===== src/rtl/jfif_pkt_sched_if.sv =====
// JFIF scheduler bus: FIFO read side, transmitter side and frame status.
// master = scheduler, slave = FIFO/transmitter environment.
interface jfif_pkt_sched_if;
    logic [7:0] fifo_rd_data;
    logic       fifo_empty;
    logic       fifo_rd_req;
    logic       tx_ready;
    logic [7:0] tx_data;
    logic       tx_valid;
    logic       tx_last;
    logic       frame_done;
    logic [7:0] frame_id;

    modport master (
        input  fifo_rd_data, fifo_empty, tx_ready,
        output fifo_rd_req, tx_data, tx_valid, tx_last, frame_done, frame_id
    );

    modport slave (
        output fifo_rd_data, fifo_empty, tx_ready,
        input  fifo_rd_req, tx_data, tx_valid, tx_last, frame_done, frame_id
    );
endinterface


===== src/rtl/jfif_pkt_sched.sv =====
// Cuts the JFIF byte stream into packets (4-byte header, <=PKT_LEN payload, EOI closes early); JFIF_PKT_CSUM_EN appends an XOR checksum byte.
// Latency: one registered output stage; header follows IDLE by one cycle, payload byte leaves the cycle after its pop.
// Backpressure: output register only loads when empty or accepted, so FIFO pops stall with tx_ready; empty FIFO inserts bubbles.
module jfif_pkt_sched #(
    parameter int         PKT_LEN = 256,
    parameter logic [7:0] SYNC0   = 8'h55,
    parameter logic [7:0] SYNC1   = 8'hAA
) (
    input  logic               sys_clk,
    input  logic               sys_rst_n,
    jfif_pkt_sched_if.master   bus
);

`ifdef JFIF_PKT_CSUM_EN
    typedef enum logic [7:0] {
        IDLE  = 8'b0000_0001,
        HDR0  = 8'b0000_0010,
        HDR1  = 8'b0000_0100,
        HDR2  = 8'b0000_1000,
        HDR3  = 8'b0001_0000,
        PAY   = 8'b0010_0000,
        DRAIN = 8'b0100_0000,
        CSUM  = 8'b1000_0000
    } state_t;
`else
    typedef enum logic [6:0] {
        IDLE  = 7'b000_0001,
        HDR0  = 7'b000_0010,
        HDR1  = 7'b000_0100,
        HDR2  = 7'b000_1000,
        HDR3  = 7'b001_0000,
        PAY   = 7'b010_0000,
        DRAIN = 7'b100_0000
    } state_t;
`endif

    state_t     state, state_nxt;
    logic [7:0] tx_data_q;
    logic       tx_valid_q;
    logic       tx_last_q;
    logic       frame_done_q;
    logic [7:0] frame_id_q;
    logic [7:0] pkt_idx;
    logic [8:0] pay_cnt;
    logic       prev_ff;
    logic       eoi_q;
`ifdef JFIF_PKT_CSUM_EN
    logic [7:0] csum;
`endif

    logic       ld;
    logic       xfer;
    logic       pay_take;
    logic       byte_eoi;
    logic       byte_len;
    logic       pkt_end;
    logic       out_ld;
    logic [7:0] out_dat;
    logic       out_vld;
    logic       out_last;

    assign ld       = !tx_valid_q || bus.tx_ready;
    assign xfer     = tx_valid_q && bus.tx_ready;
    assign pay_take = (state == PAY) && ld && !bus.fifo_empty;
    assign byte_eoi = prev_ff && (bus.fifo_rd_data == 8'hD9);
    assign byte_len = (pay_cnt + 9'd1) == 9'(PKT_LEN);
    assign pkt_end  = byte_eoi || byte_len;

    assign bus.fifo_rd_req = pay_take;
    assign bus.tx_data     = tx_data_q;
    assign bus.tx_valid    = tx_valid_q;
    assign bus.tx_last     = tx_last_q;
    assign bus.frame_done  = frame_done_q;
    assign bus.frame_id    = frame_id_q;

    always_comb begin
        state_nxt = state;
        out_ld    = 1'b0;
        out_dat   = tx_data_q;
        out_vld   = tx_valid_q;
        out_last  = tx_last_q;
        case (state)
            IDLE: if (!bus.fifo_empty) state_nxt = HDR0;
            HDR0, HDR1, HDR2, HDR3: begin
                if (ld) begin
                    out_ld   = 1'b1;
                    out_vld  = 1'b1;
                    out_last = 1'b0;
                    case (state)
                        HDR0:    begin out_dat = SYNC0;      state_nxt = HDR1; end
                        HDR1:    begin out_dat = SYNC1;      state_nxt = HDR2; end
                        HDR2:    begin out_dat = frame_id_q; state_nxt = HDR3; end
                        default: begin out_dat = pkt_idx;    state_nxt = PAY;  end
                    endcase
                end
            end
            PAY: begin
                if (ld) begin
                    out_ld   = 1'b1;
                    out_last = 1'b0;
                    if (bus.fifo_empty) begin
                        out_vld = 1'b0;
                    end else begin
                        out_dat = bus.fifo_rd_data;
                        out_vld = 1'b1;
                        if (pkt_end) begin
`ifdef JFIF_PKT_CSUM_EN
                            state_nxt = CSUM;
`else
                            out_last  = 1'b1;
                            state_nxt = DRAIN;
`endif
                        end
                    end
                end
            end
`ifdef JFIF_PKT_CSUM_EN
            CSUM: begin
                if (ld) begin
                    out_ld    = 1'b1;
                    out_dat   = csum;
                    out_vld   = 1'b1;
                    out_last  = 1'b1;
                    state_nxt = DRAIN;
                end
            end
`endif
            DRAIN: begin
                if (xfer) begin
                    out_ld    = 1'b1;
                    out_vld   = 1'b0;
                    out_last  = 1'b0;
                    state_nxt = IDLE;
                end
            end
            default: state_nxt = IDLE;
        endcase
    end

    always_ff @(posedge sys_clk or negedge sys_rst_n) begin
        if (!sys_rst_n) begin
            state        <= IDLE;
            tx_data_q    <= 8'h00;
            tx_valid_q   <= 1'b0;
            tx_last_q    <= 1'b0;
            frame_done_q <= 1'b0;
            frame_id_q   <= 8'h00;
            pkt_idx      <= 8'h00;
            pay_cnt      <= 9'd0;
            prev_ff      <= 1'b0;
            eoi_q        <= 1'b0;
        end else begin
            state        <= state_nxt;
            frame_done_q <= 1'b0;
            if (out_ld) begin
                tx_data_q  <= out_dat;
                tx_valid_q <= out_vld;
                tx_last_q  <= out_last;
            end
            if (pay_take) begin
                pay_cnt <= pay_cnt + 9'd1;
                prev_ff <= (bus.fifo_rd_data == 8'hFF);
                if (pkt_end) eoi_q <= byte_eoi;
            end
            // EOI wins over length end: frame advances and the FF history is dropped.
            if ((state == DRAIN) && xfer) begin
                pay_cnt <= 9'd0;
                if (eoi_q) begin
                    frame_id_q   <= frame_id_q + 8'd1;
                    pkt_idx      <= 8'h00;
                    frame_done_q <= 1'b1;
                    prev_ff      <= 1'b0;
                end else begin
                    pkt_idx <= pkt_idx + 8'd1;
                end
            end
        end
    end

`ifdef JFIF_PKT_CSUM_EN
    always_ff @(posedge sys_clk or negedge sys_rst_n) begin
        if (!sys_rst_n) begin
            csum <= 8'h00;
        end else if (state == IDLE) begin
            csum <= 8'h00;
        end else if ((state == HDR2) && ld) begin
            csum <= csum ^ frame_id_q;
        end else if ((state == HDR3) && ld) begin
            csum <= csum ^ pkt_idx;
        end else if (pay_take) begin
            csum <= csum ^ bus.fifo_rd_data;
        end
    end
`endif

endmodule


===== src/flat_wrapper.sv =====
// flat-port wrapper written by rule: the top's interface ports become plain ports
module jfif_pkt_sched_flat 
#(
    parameter int         PKT_LEN = 256,
    parameter logic [7:0] SYNC0   = 8'h55,
    parameter logic [7:0] SYNC1   = 8'hAA
)
  (sys_clk, sys_rst_n, bus_fifo_rd_data, bus_fifo_empty, bus_tx_ready, bus_fifo_rd_req, bus_tx_data, bus_tx_valid, bus_tx_last, bus_frame_done, bus_frame_id);
  jfif_pkt_sched_if bus_i ();
  input  logic sys_clk;
  input  logic sys_rst_n;
  input wire logic [$bits(bus_i.fifo_rd_data)-1:0] bus_fifo_rd_data;
  input wire logic [$bits(bus_i.fifo_empty)-1:0] bus_fifo_empty;
  input wire logic [$bits(bus_i.tx_ready)-1:0] bus_tx_ready;
  output wire logic [$bits(bus_i.fifo_rd_req)-1:0] bus_fifo_rd_req;
  output wire logic [$bits(bus_i.tx_data)-1:0] bus_tx_data;
  output wire logic [$bits(bus_i.tx_valid)-1:0] bus_tx_valid;
  output wire logic [$bits(bus_i.tx_last)-1:0] bus_tx_last;
  output wire logic [$bits(bus_i.frame_done)-1:0] bus_frame_done;
  output wire logic [$bits(bus_i.frame_id)-1:0] bus_frame_id;
  assign bus_i.fifo_rd_data = bus_fifo_rd_data;
  assign bus_i.fifo_empty = bus_fifo_empty;
  assign bus_i.tx_ready = bus_tx_ready;
  assign bus_fifo_rd_req = bus_i.fifo_rd_req;
  assign bus_tx_data = bus_i.tx_data;
  assign bus_tx_valid = bus_i.tx_valid;
  assign bus_tx_last = bus_i.tx_last;
  assign bus_frame_done = bus_i.frame_done;
  assign bus_frame_id = bus_i.frame_id;
  jfif_pkt_sched #(.PKT_LEN(PKT_LEN), .SYNC0(SYNC0), .SYNC1(SYNC1)) u_core (.sys_clk(sys_clk), .sys_rst_n(sys_rst_n), .bus(bus_i));
endmodule

===== config.mk =====
export PLATFORM = sky130hd
export DESIGN_NAME = jfif_pkt_sched_flat
export DESIGN_NICKNAME = d
export VERILOG_FILES = /design/src/rtl/jfif_pkt_sched_if.sv /design/src/rtl/jfif_pkt_sched.sv /design/src/flat_wrapper.sv
export SDC_FILE = /design/constraint.sdc
export NUM_CORES = 1
export LEC_CHECK = 0
export BUFFER_PORTS_ARGS = -buffer_cell sky130_fd_sc_hd__buf_2
export CORE_MARGIN = 2
export CORE_UTILIZATION = 59
export CTS_CLUSTER_DIAMETER = 50
export DETAILED_ROUTE_END_ITERATION = 12
export PLACE_DENSITY = 0.8
export SYNTH_ARGS = -nofsm -noshare
export SYNTH_HDL_FRONTEND = slang
export SYNTH_SLANG_ARGS = --single-unit
export TNS_END_PERCENT = 10

===== constraint.sdc =====
create_clock -name sys_clk -period 4.1 [get_ports sys_clk]
set_input_delay 0.615 -clock sys_clk [delete_from_list [all_inputs] [get_ports sys_clk]]
set_output_delay 0.615 -clock sys_clk [all_outputs]
set_load 0.1 [all_outputs]

==> impl_results.md, run 1 <==
* Status: completed
* Tightest Hold Check Type: primary input to asynchronous set/reset pin
* Worst EP required at 3.48 ns
* Gr busiest metal: met2
* IO Port Bufs at 31
* CTS clk-pin slew, worst paths at 0.09 ns
* DRT Pass-1 Iters at 5
* Final HPWL DP at 4637 µm
* Die Width at 72.35 µm
* Htree depth at 2
* Root Buffer: clkbuf_8
* Core Region at 0.004414 mm²
* Multi-input combinational cell area at 0.001519 mm²
* Total routed wirelength at 6402 µm
* End of the worst register-to-register path: u_core.pay_cnt[2]$_DFFE_PN0P_
* Critical path type: flip-flop to primary output
* Post-synth EDFFs at 0
* Register area share after synthesis at 40.90%
* Number of global-route vias before repair at 2,242
* Total GRT Usage at 27.20%
* VDD IR max at 0.0006112 V
* Syn nets at 315
* CP cell instances: nor3_2 -> nand3_2 -> or2_1 -> inv_1 -> buf_2
* Fin Clk Skew at 0.006953 ns
* Register-to-Register Path Depth at 5
* # rows at 24
* Final Hold Vio Count at 0
* Routed via count at 2,411
* Cts repair resizes at 0
* CP max-delay cell: dfrtp_1
* Initial antenna violation count at 0
* Slew of the pin with the lowest slew margin at 0.9787 ns
* Register area at 0.001127 mm²
* CP Max Fanout at 19
* DRT antenna net count at 0
* Ant. Diodes at 0
* PwrDens at 569.8 mW/mm²
* Max Slew Vio Count at 0
* Seq cells post-synth at 45
* Vias per std cell at 6.481
* LEAKAGE at 1.328 nW
* Crit path capture type: primary output
* RePlAce Congestion at 0.9407
* F_max at 0.2945 GHz
* Final setup fails at 0
* Synthesis-to-layout area growth at 7.944%
* Worst skew pair latency at 0.30 ns
* Pwr Total at 1.695 mW
* Register-to-register setup slack at 1.56 ns
* Fill count at 350
* Max cap viols at 0
* GRT Residual Overflow at 0
* Num CTS Buffers at 5
* Period utilisation layout at 82.83%
* Asr flop ratio synth at 100.0%
* Post-Route Setup TNS at 0 ns
* Largest delay contributor family on the critical path: simple AND/OR/NAND/NOR gates
* Nets@finish at 335
* Critical path startpoint category: flip-flop
* Minimum clock period at 3.396 ns
* First-pass GRT wire length at 10,950 µm
* Synth Cell Area at 0.002756 mm²
* DR DRC count at 0
* I/O pins at 32
* Die area at 0.005235 mm²
* CP arrival at 2.78 ns
* Netlist cell types at 57
* CTS Buffer Depth at 2
* CP bufs+invs at 2
* RSZ-0062 raised after global routing: false
* Largest net degree at the start of global routing at 46
* Avg Synthesized Cell Area at 9.219 µm²
* Max stage delay on crit path at 0.56 ns
* Setup Fix Bufs, Post-CTS at 0
* CTS tree: done
* GRT met1 Usage at 38.73%
* RR Startpoint: u_core.state[3]$_DFFE_PN0P_
* Num Clock Sinks at 45
* Synth warn at 0
* Gate Count Post-Synth at 299
* Worst slew margin at 34.75%
* Hold Buf Count CTS at 0
* Share of cells above drive strength 1 at 20.94%
* Die extent in y at 72.35 µm
* Ys flop type: dfrtp_1
* Initial Util at 62.44%
* Met2 Use GR at 42.00%
* DRT iter0 DRCs at 293
* Met3 Track Usage GR at 5.833%
* Wire length per cell at 17.21 µm
## state kept, by name (all words and copies together), names as in the netlist
signal / cells
u_core.prev_ff: 1
u_core.bus.frame_id: 8
u_core.eoi_q: 1
u_core.state: 7
u_core.bus.tx_last: 1
u_core.bus.tx_valid: 1
u_core.bus.tx_data: 8
u_core.bus.frame_done: 1
u_core.pay_cnt: 9
u_core.pkt_idx: 8
## worst reg2reg max path: stages (launching register included)
cell and delay (ns):
dfrtp_1 0.56, nor4_2 0.49, nand3_1 0.66, o21ai_0 0.39
o21ai_0 0.14, a21o_1 0.20
## layout make-up
class,count,share of cell area [%]
timing repair buffer,31,5.214
multi-input combinational,230,51.05
sequential,45,37.89
tap,52,2.187
clock inverter,3,0.5887
inverter,6,0.7569
clock buffer,5,2.313
## layer usage
| metal | vias up | routed length, µm | share of wire (%) |
|---|---|---|---|
| met2 | 109 | 2844 | 44 |
| met1 | 1140 | 3003 | 47 |
| li1 | 1153 | - | - |
| met4 | 0 | 87 | 1.4 |
| met3 | 9 | 466 | 7.3 |
| met5 | - | 0 | 0 |
## logic make-up (layout without fill, tap and decap cells)
family,Yosys count,count (layout),synth area share (%)
compound gates,87,87,21.79
xor+xnor,11,11,3.495
fa+ha+maj,4,4,1.816
buf+inv,24,45,3.994
flops,45,45,40.90
mux,13,13,5.220
simple gates,115,115,22.79
## worst max-delay path by stage
stage	start	to	depth (start not counted)	slack, ns
finish	u_core.state[3]$_DFFE_PN0P_	bus_fifo_rd_req	5	0.70
global route	u_core.state[3]$_DFFE_PN0P_	bus_fifo_rd_req	5	0.50
CTS	u_core.state[3]$_DFFE_PN0P_	bus_fifo_rd_req	5	0.72
detailed placement	u_core.state[3]$_DFFE_PN0P_	bus_fifo_rd_req	5	1.09
global placement	u_core.state[3]$_DFFE_PN0P_	bus_fifo_rd_req	5	1.17
floorplan	u_core.bus.tx_valid$_DFFE_PN0P_	bus_fifo_rd_req	5	1.10
## synth_stat cells, types with 2 or more instances
| cell | instances | area share (%) |
|---|---|---|
| mux2_2 | 11 | 4.5 |
| a22oi_1 | 4 | 1.1 |
| mux2i_1 | 2 | 0.73 |
| nor2b_1 | 2 | 0.45 |
| a22o_1 | 2 | 0.64 |
| a21boi_0 | 2 | 0.54 |
| and3_1 | 8 | 1.8 |
| a21oi_1 | 11 | 2.0 |
| clkbuf_1 | 6 | 0.82 |
| a21o_1 | 2 | 0.54 |
| and4_1 | 3 | 0.95 |
| nand4_1 | 5 | 1.1 |
| a31oi_1 | 4 | 0.91 |
| o21a_1 | 7 | 1.9 |
| nor4_1 | 4 | 0.91 |
| nand2_1 | 28 | 3.8 |
| xnor2_1 | 6 | 1.9 |
| dfrtp_1 | 44 | 40 |
| a211oi_2 | 2 | 0.91 |
| or2_2 | 3 | 0.68 |
| o211ai_1 | 3 | 0.82 |
| nor3_1 | 10 | 1.8 |
| o22ai_1 | 5 | 1.1 |
| a32o_1 | 4 | 1.5 |
| ha_1 | 4 | 1.8 |
| o41ai_2 | 2 | 1.2 |
| nor4_2 | 2 | 0.91 |
| o21ai_0 | 27 | 4.9 |
| o31ai_1 | 3 | 0.82 |
| and2_1 | 2 | 0.45 |
| nor2_1 | 19 | 2.6 |
| nand3_1 | 14 | 2.5 |
| nand2b_1 | 2 | 0.45 |
| inv_1 | 6 | 0.82 |
| nor3b_1 | 2 | 0.54 |
| buf_2 | 10 | 1.8 |
| xor2_1 | 5 | 1.6 |
| a211oi_1 | 4 | 1.1 |
## layout by cell type, fill, tap and decap left out, types with 3 or more instances in the layout
cell,count
nand4_1,5
ha_1,4
nor3_1,10
and3_1,8
nand3_1,14
inv_1,6
or2_2,3
a31oi_1,4
clkbuf_8,5
o22ai_1,5
dfrtp_1,44
a211oi_1,4
and4_1,3
o21a_1,7
a32o_1,4
o31ai_1,3
nor4_1,4
nor2_1,19
o21ai_0,27
o211ai_1,3
mux2_2,11
a21oi_1,11
xor2_1,5
xnor2_1,6
a22oi_1,4
buf_2,31
nand2_1,28
## report_power, final
part | total, mW | switching (mW) | internal, mW
clock network | 0.273 | 0.155 | 0.118
logic | 0.782 | 0.574 | 0.208
registers | 0.640 | 0.120 | 0.521
total | 1.70 | 0.849 | 0.846
## metrics by stage
stage / instance area [µm²] / hold WS, ns / setup WS, ns / utilization [%] / cells
after detailed placement: 2889 / 0.4906 / 1.091 / 65.45 / 364
after global placement: 2889 / 0.4840 / 1.170 / 65.45 / 364
after floorplan: 2756 / 0.3194 / 1.099 / - / 299
final: 2975 / 0.4639 / 0.7041 / 67.40 / 372
after CTS: 2975 / 0.5000 / 0.7244 / 67.40 / 372
after global routing: 2975 / 0.5366 / 0.5041 / 67.40 / 372
No activity file was read; power rests on OpenSTA's default activity.
==> run 2, diff against run 1 <==
--- a/config.mk
+++ b/config.mk
@@ -7,10 +7,10 @@
 export LEC_CHECK = 0
 export BUFFER_PORTS_ARGS = -buffer_cell sky130_fd_sc_hd__buf_2
 export CORE_MARGIN = 2
-export CORE_UTILIZATION = 59
+export CORE_UTILIZATION = 58
 export CTS_CLUSTER_DIAMETER = 50
 export DETAILED_ROUTE_END_ITERATION = 12
-export PLACE_DENSITY = 0.8
+export PLACE_DENSITY = 0.79
 export SYNTH_ARGS = -nofsm -noshare
 export SYNTH_HDL_FRONTEND = slang
 export SYNTH_SLANG_ARGS = --single-unit
==> constraint.sdc (replaced) <==
create_clock -name sys_clk -period 3.2 [get_ports sys_clk]
set_input_delay 0.48 -clock sys_clk [delete_from_list [all_inputs] [get_ports sys_clk]]
set_output_delay 0.48 -clock sys_clk [all_outputs]
set_load 0.1 [all_outputs]
==> impl_results.md, run 2 (same netlist as run 1, synthesis figures left out) <==
* CTS clk-pin slew, worst paths at 0.09 ns (about the same)
* Largest net degree at the start of global routing at 46 (unchanged)
* Critical path type: flip-flop to primary output
* Final HPWL DP at 4665 µm (+0.61%)
* CTS tree: done
* Pwr Total at 2.253 mW (+33%)
* Die area at 0.005320 mm² (+1.6%)
* CTS Buffer Depth at 2 (unchanged)
* Vias per std cell at 6.519 (+0.58%)
* Routed via count at 2,451 (+1.7%)
* Post-Route Setup TNS at 0 ns (unchanged)
* DR DRC count at 0 (unchanged)
* # rows at 25 (+4.2%)
* Final Hold Vio Count at 0 (unchanged)
* Crit path capture type: primary output
* Fin Clk Skew at 0.008525 ns (+0.001572 ns)
* Commonest non-fill, non-tap cells in the layout: dfrtp_1 (44), buf_2 (31), nand2_1 (28), o21ai_0 (27), nor2_1 (19)
* Final setup fails at 0 (unchanged)
* Core Region at 0.004661 mm² (+5.6%)
* Root Buffer: clkbuf_8
* Nets@finish at 337 (+0.60%)
* Largest Register: u_core.pay_cnt
* CP Max Fanout at 15 (-4)
* Tightest Hold Check Type: primary input to asynchronous set/reset pin
* Commonest non-fill, non-tap cell in the layout: dfrtp_1
* DRT antenna net count at 0 (unchanged)
* Gate power share at 44.5% (-1.6 points)
* Internal power at 1.168 mW (+38%)
* Total routed wirelength at 6564 µm (+2.5%)
* Period utilisation layout at 90.92%
* Fill count at 393 (+12%)
* LEAKAGE at 1.347 nW (+1.5%)
* Setup Fix Bufs, Post-CTS at 0 (unchanged)
* Sw frac at 48.13% (-2.0 points)
* Max cap viols at 0 (unchanged)
* Share of cells above drive strength 1 at 21.12% (+0.18 points)
* RSZ-0062 raised after global routing: false
* Largest register FFs at 9 (unchanged)
* Die Width at 72.94 µm (+0.81%)
* DRT iter0 DRCs at 240 (-18%)
* Ant. Diodes at 0 (unchanged)
* Hold Buf Count CTS at 0 (unchanged)
* Cts repair resizes at 0 (unchanged)
* Sequential power share at 36.3% (-1.5 points)
* GRT met1 Usage at 36.11% (-2.6 points)
* Register-to-register setup slack at 0.84 ns (-0.72 ns)
* CP arrival at 2.43 ns (-0.35 ns)
* Worst skew pair latency at 0.30 ns (about the same)
* Initial antenna violation count at 0 (unchanged)
* Number of global-route vias before repair at 2,219 (-1.0%)
* RePlAce Congestion at 0.9192 (-2.3%)
* Initial Util at 59.14% (-3.3 points)
* Power share of the clock group at 19.2% (+3.1 points)
* PwrDens at 746.5 mW/mm² (+31%)
* First-pass GRT wire length at 10,850 µm (-0.95%)
* F_max at 0.3437 GHz
* Critical path startpoint category: flip-flop
* Worst EP required at 2.72 ns (-0.76 ns)
* Max Slew Vio Count at 0 (unchanged)
* Status: completed
* Gr busiest metal: met2
* Hold_ws at 0.3306 ns (-0.1334 ns)
* Num CTS Buffers at 5 (unchanged)
* Num Clock Sinks at 45 (unchanged)
* Htree depth at 2 (unchanged)
* Met3 Track Usage GR at 4.282% (-1.6 points)
* Sw power at 1.084 mW (+28%)
* Die extent in y at 72.94 µm (+0.81%)
* Worst slew margin at 34.31% (-0.44 points)
* I/O pins at 32 (unchanged)
* Minimum clock period at 2.909 ns
* Slew of the pin with the lowest slew margin at 0.9854 ns (+0.006674 ns)
* VDD IR max at 0.0006101 V (-0.19%)
* GRT Residual Overflow at 0 (unchanged)
* Met2 Use GR at 42.63% (+0.63 points)
* Synthesis-to-layout area growth at 9.487%
* Total GRT Usage at 26.19% (-1.0 points)
* Wire length per cell at 17.46 µm (+1.4%)
* IO Port Bufs at 31 (unchanged)
* DRT Pass-1 Iters at 5 (unchanged)
==> run 2: changes by cell type in the layout (fill, tap and decap cells not counted), sizes merged <==
cell	before	now
bufinv	0	1
clkinvlp	1	0
clkinv	2	1
buf	31	33
clkbuf	5	6
==> run 2: final cells by class <==
cell class	instances	area, µm²	area share [%]
timing repair buffer	33	170.2	5.638
clock buffer	6	72.57	2.405
inverter	6	22.52	0.7463
clock inverter	2	38.79	1.285
multi-input combinational	230	1519	50.33
sequential	45	1127	37.35
tap	54	67.56	2.239
==> run 2: path summary, 6_finish.rpt <==
| path | endpoint | cells after the start | from |
|---|---|---|---|
| hold / removal | u_core.pkt_idx[5]$_DFFE_PN0P_ | 1 | sys_rst_n |
| max in group asynchronous | u_core.pkt_idx[1]$_DFFE_PN0P_ | 1 | sys_rst_n |
| min in group sys_clk | u_core.state[0]$_DFFE_PN1P_ | 3 | bus_fifo_empty |
| setup / recovery | bus_fifo_rd_req | 5 | u_core.state[3]$_DFFE_PN0P_ |
| setup reg to reg | u_core.state[5]$_DFFE_PN0P_ | 5 | u_core.state[1]$_DFFE_PN0P_ |
| hold reg to reg | u_core.bus.tx_data[2]$_DFFE_PN0P_ | 1 | u_core.bus.tx_data[2]$_DFFE_PN0P_ |
==> run 2: power by group through the flow <==
stage | sequential (mW) | combinational (mW) | clock [mW]
2_1_floorplan | 1.13 | 0.498 | 0
3_3_place_gp | 0.817 | 0.984 | 0
3_5_place_dp | 0.824 | 0.996 | 0
4_1_cts | 0.815 | 1.00 | 0.441
5_1_grt | 0.835 | 1.06 | 0.467
6_report | 0.817 | 1.00 | 0.434
==> run 2: per-layer routing <==
layer	up-vias	wire, µm
li1	1153	-
met1	1180	2848
met2	103	3206
met3	15	408
met4	0	101
met5	-	0
==> run 2: critical path, stage by stage, from the launching register on <==
cell and delay [ns]:
dfrtp_1 0.55, nor3_2 0.33, nand3_2 0.11, or2_1 0.43
inv_1 0.24, buf_2 0.46
==> run 2: through the flow <==
step / cells / cell area (µm²) / worst slack, ns / utilization (%)
CTS: 376 / 3018 / 0.3016 / 64.75
floorplan: 299 / 2756 / 0.3343 / -
global placement: 368 / 2907 / 0.7021 / 62.36
detailed placement: 368 / 2907 / 0.6484 / 62.36
global route: 376 / 3018 / 0.1329 / 64.75
finish: 376 / 3018 / 0.2906 / 64.75
==> run 3, diff against run 2 <==
--- a/config.mk
+++ b/config.mk
@@ -5,12 +5,13 @@
 export SDC_FILE = /design/constraint.sdc
 export NUM_CORES = 1
 export LEC_CHECK = 0
+export ABC_AREA = 1
 export BUFFER_PORTS_ARGS = -buffer_cell sky130_fd_sc_hd__buf_2
 export CORE_MARGIN = 2
 export CORE_UTILIZATION = 58
 export CTS_CLUSTER_DIAMETER = 50
 export DETAILED_ROUTE_END_ITERATION = 12
-export PLACE_DENSITY = 0.79
+export PLACE_DENSITY = 0.8
 export SYNTH_ARGS = -nofsm -noshare
 export SYNTH_HDL_FRONTEND = slang
 export SYNTH_SLANG_ARGS = --single-unit
==> impl_results.md, run 3 <==
* Status: completed
* Most Frequent Cell on Critical Path: inv_1
* RR Startpoint: u_core.pay_cnt[0]$_DFFE_PN0P_
* Final setup fails at 0 (unchanged)
* F_max at 0.3784 GHz (+10%)
* Commonest non-fill, non-tap cells in the layout: nand2_1 (94), dfrtp_1 (44), nand3_1 (36), inv_1 (32), buf_2 (31)
* CP arrival at 2.16 ns (-0.27 ns)
* Die area at 0.005023 mm² (-5.6%)
* Register-to-register setup slack at 1.17 ns (+0.33 ns)
* Synth top area share at 42.45% (+2.5 points)
* First-pass GRT wire length at 9294 µm (-14%)
* RSZ-0062 raised after global routing: false
* Syn nets at 345 (+9.5%)
* Worst setup margin at 0.5575 ns (+0.2669 ns)
* Register area share after synthesis at 43.46% (+2.6 points)
* Htree depth at 2 (unchanged)
* DRT Pass-1 Iters at 4 (-1)
* Multi-input combinational cell area at 0.001305 mm² (-14%)
* CP cell instances: inv_1 -> nand3_2 -> nor2_8 -> nand3_1 -> inv_1 -> buf_2
* RePlAce Congestion at 0.8784 (-4.4%)
* Post-layout util at 67.25% (+2.5 points)
* Synth Cell Area at 0.002594 mm² (-5.9%)
* Max stage delay on crit path at 0.50 ns (-0.05 ns)
* Root Buffer: clkbuf_8
* Hold Buf Count CTS at 0 (unchanged)
* Worst slew margin at 34.91% (+0.60 points)
* Die extent in y at 70.87 µm (-2.8%)
* Largest net degree at the start of global routing at 46 (unchanged)
* Minimum clock period at 2.642 ns (-0.2669 ns)
* Total GRT Usage at 23.26% (-2.9 points)
* Largest register FFs at 9 (unchanged)
* Slew of the pin with the lowest slew margin at 0.9763 ns (-0.009024 ns)
* Post-synth EDFFs at 0 (unchanged)
* Num CTS Buffers at 5 (unchanged)
* Setup Fix Bufs, Post-CTS at 0 (unchanged)
* Post-synth top area cell: dfrtp_1
* Most common cell in the netlist: nand2_1
* Synthesis-to-layout area growth at 12.11%
* Num Clock Sinks at 45 (unchanged)
* DRT antenna net count at 0 (unchanged)
* Vias per std cell at 5.409 (-17%)
* Number of global-route vias before repair at 2,084 (-6.1%)
* Top cells by count, synth: nand2_1 (94), dfrtp_1 (44), nand3_1 (36), inv_1 (32), nor2_1 (26)
* Share of cells above drive strength 1 at 20.88% (-0.24 points)
* Critical path startpoint category: flip-flop
* Seq cells post-synth at 45 (unchanged)
* Fin Clk Skew at 0.006727 ns (-0.001798 ns)
* DRT iter0 DRCs at 159 (-34%)
* Critical path type: flip-flop to primary output
* Register-to-Register Path Depth at 10 (+5)
* Fill count at 373 (-5.1%)
* Nets@finish at 379 (+12%)
* Post-Route Setup TNS at 0 ns (unchanged)
* DR DRC count at 0 (unchanged)
* Max Slew Vio Count at 0 (unchanged)
* Synth warn at 0 (unchanged)
* Core Region at 0.004324 mm² (-7.2%)
* I/O pins at 32 (unchanged)
* Final HPWL DP at 4038 µm (-13%)
* CTS tree: done
* Gate Count Post-Synth at 329 (+10%)
* Period utilisation layout at 82.58% (-8.3 points)
* Netlist cell types at 36 (-37%)
* CP max-delay cell: buf_2
* IO Port Bufs at 31 (unchanged)
* VDD IR max at 0.0004044 V (-34%)
* Ant. Diodes at 0 (unchanged)
* Hold_ws at 0.3441 ns (+0.01352 ns)
* CTS clk-pin slew, worst paths at 0.08 ns (about the same)
* GRT Residual Overflow at 0 (unchanged)
* Final Hold Vio Count at 0 (unchanged)
* Pwr Total at 2.248 mW (-0.21%)
* Asr flop ratio synth at 100.0% (unchanged)
* LEAKAGE at 1.595 nW (+18%)
* Die Width at 70.87 µm (-2.8%)
* Commonest non-fill, non-tap cell in the layout: nand2_1
* Avg Synthesized Cell Area at 7.884 µm² (-14%)
* Total routed wirelength at 5472 µm (-17%)
* CP Max Fanout at 11 (-4)
* Register area at 0.001127 mm² (unchanged)
* Largest Register: u_core.pay_cnt
* Worst skew pair latency at 0.29 ns (about the same)
* Routed via count at 2,250 (-8.2%)
* Wire length per cell at 13.15 µm (-25%)
* Tightest Hold Check Type: primary input to asynchronous set/reset pin
* Worst EP required at 2.72 ns (about the same)
* # rows at 24 (-4.0%)
* Max cap viols at 0 (unchanged)
* Cts repair resizes at 0 (unchanged)
* PwrDens at 773.2 mW/mm² (+3.6%)
* End of the worst register-to-register path: u_core.state[2]$_DFFE_PN0P_
* Initial Util at 59.98% (+0.84 points)
* Initial antenna violation count at 0 (unchanged)
* Ys flop type: dfrtp_1
* Crit path capture type: primary output
* Post-place setup slack at 0.8754 ns (+0.2270 ns)
* Synth top area cells: dfrtp_1 (42%), nand2_1 (14%), nand3_1 (6.9%)
* CTS Buffer Depth at 2 (unchanged)
[run 3: cells by family after synthesis]
kind of cell / count (synthesis) / share of synthesized area [%]
xor+xnor: 10 / 3.377
compound gates: 37 / 8.732
fa+ha+maj: 4 / 1.930
flops: 45 / 43.46
buf+inv: 40 / 6.223
simple gates: 193 / 36.28
[run 3: stage by stage]
stage | cells | cell area, µm²
6_report | 416 | 2908
5_1_grt | 416 | 2908
4_1_cts | 416 | 2908
3_5_place_dp | 408 | 2791
3_3_place_gp | 408 | 2791
2_1_floorplan | 329 | 2594
[run 3: per-layer routing]
metal,routed length [µm],up-vias,track usage [%]
met5,0,-,0
met1,2473,1054,30.52
met4,64,0,7.966
met3,263,7,3.704
li1,-,1126,-
met2,2670,63,39.46
[run 3: worst max path at each step]
stage / from / cells after the start / to / slack, ns
6_report: u_core.state[6]$_DFFE_PN0P_ / 6 / bus_fifo_rd_req / 0.56
5_1_grt: u_core.state[6]$_DFFE_PN0P_ / 6 / bus_fifo_rd_req / 0.41
4_1_cts: u_core.state[3]$_DFFE_PN0P_ / 6 / bus_fifo_rd_req / 0.56
3_5_place_dp: u_core.state[3]$_DFFE_PN0P_ / 6 / bus_fifo_rd_req / 0.88
3_3_place_gp: u_core.state[3]$_DFFE_PN0P_ / 6 / bus_fifo_rd_req / 0.96
2_1_floorplan: u_core.bus.tx_valid$_DFFE_PN0P_ / 6 / bus_fifo_rd_req / 0.88
[run 3: layout make-up]
cell class / count / share of cell area, %
clock inverter: 1 / 1.033
tap: 52 / 2.238
timing repair buffer: 32 / 5.594
multi-input combinational: 244 / 44.88
inverter: 35 / 4.518
clock buffer: 7 / 2.969
sequential: 45 / 38.77
[run 3: power by group]
part	internal [mW]	switching, mW	leakage (nW)
Clock	0.255	0.190	0.0585
Sequential	0.673	0.0752	0.569
Combinational	0.232	0.824	0.968
[run 3: critical path: cells and delay by family (launching register included)]
kind / cells / cell delay [ns]
buffers and inverters: 3 / 0.95
flip-flops: 1 / 0.38
AND/OR/NAND/NOR: 3 / 0.52
